## src/rtl/idli_wb_m.sv

```systemverilog
// idli write-back unit: collects a 16b result as four 4b slices, then
// writes it back one slice per cycle, aligned to the register file rotation.
package idli_pkg;
  typedef logic [2:0] greg_t;
  typedef logic [3:0] sqi_data_t;
endpackage

module idli_wb_m
  import idli_pkg::*;
(
  input  logic      i_wb_gck,
  input  logic      i_wb_rst,
  input  logic      i_wb_vld,
  output logic      o_wb_rdy,
  input  greg_t     i_wb_reg,
  input  sqi_data_t i_wb_data,
  output logic [1:0] o_wb_phase,
  output logic      o_wb_wr_en,
  output greg_t     o_wb_wr_reg,
  output sqi_data_t o_wb_wr_data,
  output logic      o_wb_busy,
  output logic      o_wb_done
);

  typedef enum logic [1:0] {
    ST_IDLE,
    ST_COLLECT,
    ST_ALIGN,
    ST_WRITE
  } state_t;

  state_t      state;
  state_t      state_nxt;
  logic [1:0]  phase;
  logic [1:0]  cnt;
  logic [1:0]  cnt_nxt;
  logic [15:0] data_buf;
  greg_t       reg_q;
  logic        take;
  logic        rdy;
  logic        wr;

  assign rdy  = (state == ST_IDLE) || (state == ST_COLLECT);
  assign take = i_wb_vld && rdy;
  assign wr   = (state == ST_WRITE);

  always_ff @(posedge i_wb_gck or posedge i_wb_rst) begin
    if (i_wb_rst) begin
      state    <= ST_IDLE;
      phase    <= 2'd0;
      cnt      <= 2'd0;
      data_buf <= 16'h0000;
      reg_q    <= '0;
    end else begin
      phase <= phase + 2'd1;
      state <= state_nxt;
      cnt   <= cnt_nxt;
      if (take) begin
        data_buf[{cnt, 2'b00} +: 4] <= i_wb_data;
      end
      if (take && (state == ST_IDLE)) begin
        reg_q <= i_wb_reg;
      end
    end
  end

  // The slice count wraps to 0 on the 4th slice, ready for the next result.
  always_comb begin
    state_nxt = state;
    cnt_nxt   = cnt;
    unique case (state)
      ST_IDLE: begin
        if (take) begin
          cnt_nxt   = 2'd1;
          state_nxt = ST_COLLECT;
        end
      end
      ST_COLLECT: begin
        if (take) begin
          cnt_nxt = cnt + 2'd1;
          if (cnt == 2'd3) begin
            state_nxt = (phase == 2'd3) ? ST_WRITE : ST_ALIGN;
          end
        end
      end
      ST_ALIGN: begin
        if (phase == 2'd3) begin
          state_nxt = ST_WRITE;
        end
      end
      ST_WRITE: begin
        if (phase == 2'd3) begin
          state_nxt = ST_IDLE;
        end
      end
      default: state_nxt = ST_IDLE;
    endcase
  end

  assign o_wb_rdy     = rdy;
  assign o_wb_busy    = (state != ST_IDLE);
  assign o_wb_phase   = phase;
  assign o_wb_wr_en   = wr;
  assign o_wb_wr_reg  = wr ? reg_q : '0;
  assign o_wb_wr_data = wr ? data_buf[{phase, 2'b00} +: 4] : '0;
  assign o_wb_done    = wr && (phase == 2'd3);

endmodule

```

## config.mk

```make
export PLATFORM = sky130hd
export DESIGN_NAME = idli_wb_m
export DESIGN_NICKNAME = d
export VERILOG_FILES = /design/src/rtl/idli_wb_m.sv
export SDC_FILE = /design/constraint.sdc
export NUM_CORES = 1
export LEC_CHECK = 0
export ABC_AREA = 1
export CORE_ASPECT_RATIO = 0.9
export CORE_MARGIN = 8
export CORE_UTILIZATION = 57
export CTS_BUF_LIST = sky130_fd_sc_hd__clkbuf_8 sky130_fd_sc_hd__clkbuf_16
export DETAILED_ROUTE_END_ITERATION = 6
export PLACE_DENSITY = 0.84
export SLEW_MARGIN = 20
export SYNTH_ARGS = -nofsm -noshare
export SYNTH_HDL_FRONTEND = slang
export SYNTH_SLANG_ARGS = --single-unit
```

## constraint.sdc

```tcl
create_clock -name i_wb_gck -period 3.2 [get_ports i_wb_gck]
set_input_delay 0.8 -clock i_wb_gck [delete_from_list [all_inputs] [get_ports i_wb_gck]]
set_output_delay 0.8 -clock i_wb_gck [all_outputs]
set_load 0.02 [all_outputs]
```

## Yosys cells after proc, flatten, opt, wreduce, memory -nomap -nowiden

Cells that the tools add are included.
W data, S select, Z words.

- Register bits after elaboration: 25
- Logic and storage cells: 42

- $add $sub $neg: 3
- Equality and inequality tests: 10
- Shift-type cells: 3
- Muxes and demuxes: 12
- Reductions and logical operators: 9

Operators by type and width:

| operator | count |
|---|---|
| $bwmux W16 | 1 |
| $shift A4 B6 Y16 const A | 1 |
| $shiftx A16 B5 Y4 | 1 |
| $shiftx A4 B6 Y16 | 1 |
| $mux W2 | 6 |
| $eq A2 B2 Y1 const B | 4 |
| $pmux W2 S4 | 1 |
| $ne A2 B2 Y1 const B | 3 |
| $neg A4 Y6 | 1 |
| $reduce_and A5 Y1 | 1 |
| $add A2 B1 Y2 const B | 2 |
| $mux W4 | 1 |
| $ne A2 B1 Y1 const B | 2 |
| $pmux W2 S2 | 1 |
| $reduce_bool A2 Y1 | 2 |
| $logic_and A1 B1 Y1 | 3 |
| $mux W3 | 1 |
| $reduce_and A3 Y1 | 1 |
| $eq A2 B1 Y1 const B | 1 |
| $logic_not A2 Y1 | 1 |
| $logic_or A1 B1 Y1 | 1 |
| $mux W1 | 1 |

## Logic depth before layout (Yosys ltp)

- Word-level depth: 5
- Depth in mapped cells: 8
- Depth with buffers taken out: 8

## Least setup slack after synthesis

No wires, ideal clock.

- Kind: flip-flop to output port
- Start: register phase[0], in the netlist o_wb_phase[0]
- End: output o_wb_wr_data[0]
- Arrival time: 1.247 ns
- Data required time: 2.400 ns
- Path slack: 1.153 ns
- Cell stages (with the launch flop): 7
- Path buffers: 1
- Path through: dfrtp_1 > buf_2 > inv_2 > nand2_1 > nand2_1 > nand2_1 > a21oi_1

- Word-level cells in the longest chain between the ends: 2

RTL lines:

| element | RTL line | text |
|---|---|---|
| start, declared | 34 | `logic [1:0] phase;` |
| start signal, assigned | 55 | `phase <= phase + 2'd1;` |
| $shiftx A16 B5 Y4 | 105 | `assign o_wb_wr_data = wr ? data_buf[{phase, 2'b00} +: 4] : '0;` |
| $mux W4 | 105 |  |
| end, declared | 20 | `output sqi_data_t o_wb_wr_data,` |

No other way between the ends.

## Worst setup path in the final report

- Start: register state[0]
- End: output o_wb_wr_data[1]

- Word-level cells in the longest chain between the ends: 2

RTL lines:

| element | RTL line | text |
|---|---|---|
| start, declared | 32 | `state_t state;` |
| start signal, assigned | 56 | `state <= state_nxt;` |
| $eq A2 B2 Y1 | 45 | `assign wr = (state == ST_WRITE);` |
| $mux W4 | 105 |  |

No other way between the ends.

==> results.cfg <==
[status]
status = complete, no violations

[place]
port_buffers = 22
place_congestion = 0.966
place_hpwl_um = 2610
placed_area_um2 = 1750

[clock_network]
cts_tree = yes
holdBufCountCts = 0
clk_pin_slew_ns = 0.08
cts_buffer_depth = 2
root_buffer = clkbuf_8
cts-resized-gates = 0
cts_htree_levels = 1
cts_setup_buffers = 0
cts_num_sinks = 25
insertion_delay_ns = 0.27
cts_buffers = 3

[floorplan]
die_area_um2 = 4530
rows = 17
start_util_pct = 60.8
die_h_um = 64.7
ios = 23
die_w_um = 70.1
core-area_um2 = 2470

[pwr]
p_sw_w = 0.000661
power_frac_comb_pct = 51.2
swShare_pct = 44.4
leakage_nw = 0.943
p_per_area_nw_per_um2 = 830
clockPowerShare_pct = 12.2
pwr-share-seq_pct = 36.6
p_total_w = 0.00149
intPower_w = 0.000829
ir_drop_mv = 0.712

[yosys]
yosys_warnings = 0
yosys.area.top_type = dfrtp_1
synth_cells = 195
synthDistinctLibCells = 19
synth_area_um2 = 1500
synth_area_leaders = dfrtp_1, nand2_1, ha_1
avgSynthCellArea_um2 = 7.69
syn_nets = 217
ys_seq_area_share_pct = 41.7
synth_top_area_share_pct = 41.7
synth-seq-cells = 25

[route]
post-route-drc-count = 0
num_vias = 1299
wirelength_um = 3270
wl_per_cell_um = 13.2
via_per_inst = 5.24
firstDrtPassIters = 4
drtIter0Drc = 103
postRouteAntennaNets = 0

[timing]
slew_headroom_pct = 38.5
max_freq_mhz = 365
clock_skew_ns = 0.00381
tightest_slew_ns = 0.921
fin_crit_sh_pct = 85.6
period_needed_ns = 2.74
drv_slew = 0
hold_viol_final = 0
rsz0062_at_grt = no
finalSetupTns_ns = 0
setup_violations = 0

[cells_and_area]
postLayoutCoreUtil_pct = 72.8
layout-drive-gt1-share_pct = 9.09
finalNetCount = 243
layout_commonest_cell = nand2_1
syn_to_final_growth_pct = 19.7
mostFrequentLayoutCells = nand2_1, inv_1, dfrtp_1
final_area_um2 = 1800
insertedDiodeCount = 0

[run]
maxCapViolations = 0

[worst_setup_path]
crit_required_ns = 2.40
path_class = reg -> out
crit_fanout = 7
crit_path_end_kind = output pin
cp_data_arrival_time_ns = 1.94
setup.worst_path.start_class = register

[grt]
grt_pass1_vias = 1245
grt-ovfl-total = 0
track_usage_pct = 14.6
antenna_found_initial = 0
grt_pass1_wl_um = 5490
grt_max_degree = 26

[hold_path]
hp-class = reg -> reg
final timing paths:
check,cells after the start,slack [ns],start,to
worst max-delay path,4,0.46,state[0]$_DFFE_PP0P_,o_wb_wr_data[1]
worst min-delay path,2,0.49,data_buf[12]$_DFFE_PP0P_,data_buf[12]$_DFFE_PP0P_
worst max register to register,6,1.45,cnt[0]$_DFFE_PP0P_,data_buf[10]$_DFFE_PP0P_
worst min register to register,2,0.49,data_buf[12]$_DFFE_PP0P_,data_buf[12]$_DFFE_PP0P_
max in group asynchronous,2,1.60,i_wb_rst,data_buf[3]$_DFFE_PP0P_
min in group asynchronous,2,1.03,i_wb_rst,data_buf[4]$_DFFE_PP0P_
flip-flops by register name, summed over array words and instances (netlist names):
name / flops
o_wb_phase: 2
state: 2
data_buf: 16
reg_q: 3
cnt: 2
worst max-delay path, cell delays in order, from the launching register on:
cell             delay (ns)
dfrtp_1                0.43
ha_1                   0.32
inv_1                  0.14
a21oi_1                0.16
clkdlybuf4s50_1        0.63
per-layer routing:
layer	part of all wire [%]	global-route usage, %
met4	1.8	7.77
met2	47	24.5
met3	6.9	4.26
met1	44	16.6
met5	0	0
logic make-up (layout without fill, tap and decap cells):
group	Yosys count	after routing	synth area share [%]
compound gates	23	23	9.42
fa+ha+maj	12	12	10.0
simple gates	96	96	27.5
mux	3	3	2.25
buf+inv	36	61	9.09
flops	25	25	41.7
cell usage after synthesis, drive strengths merged:
library cell and instances:
ha 12, nand2 76, inv 35, nand3 9, o21bai 1, mux2 3
a21oi 5, nor3 1, o21ai 16, o22ai 1, nor2 10, buf 1
dfrtp 25
power by group through the flow:
stage,clock network [W],logic [W],registers [W]
floorplan,0,0.000565,0.000515
global placement,0,0.000730,0.000539
detailed placement,0,0.000761,0.000547
CTS,0.000190,0.000765,0.000541
global route,0.000200,0.000851,0.000562
finish,0.000183,0.000763,0.000545
final cells by class:
class                      instances  area [um^2]
timing repair buffer              22          220
tap                               28         35.0
inverter                          35          131
multi-input combinational        134          738
fill                             215          672
clock inverter                     1         3.75
sequential                        25          626
clock buffer                       3         41.3
per-stage QoR:
step	hold slack [ns]	instances	setup WS, ns
floorplan	0.455	195	1.15
global placement	0.477	244	0.837
detailed placement	0.469	244	0.772
CTS	0.490	248	0.460
global route	0.512	248	0.353
finish	0.488	248	0.460
No activity file was read; power rests on OpenSTA's default activity.
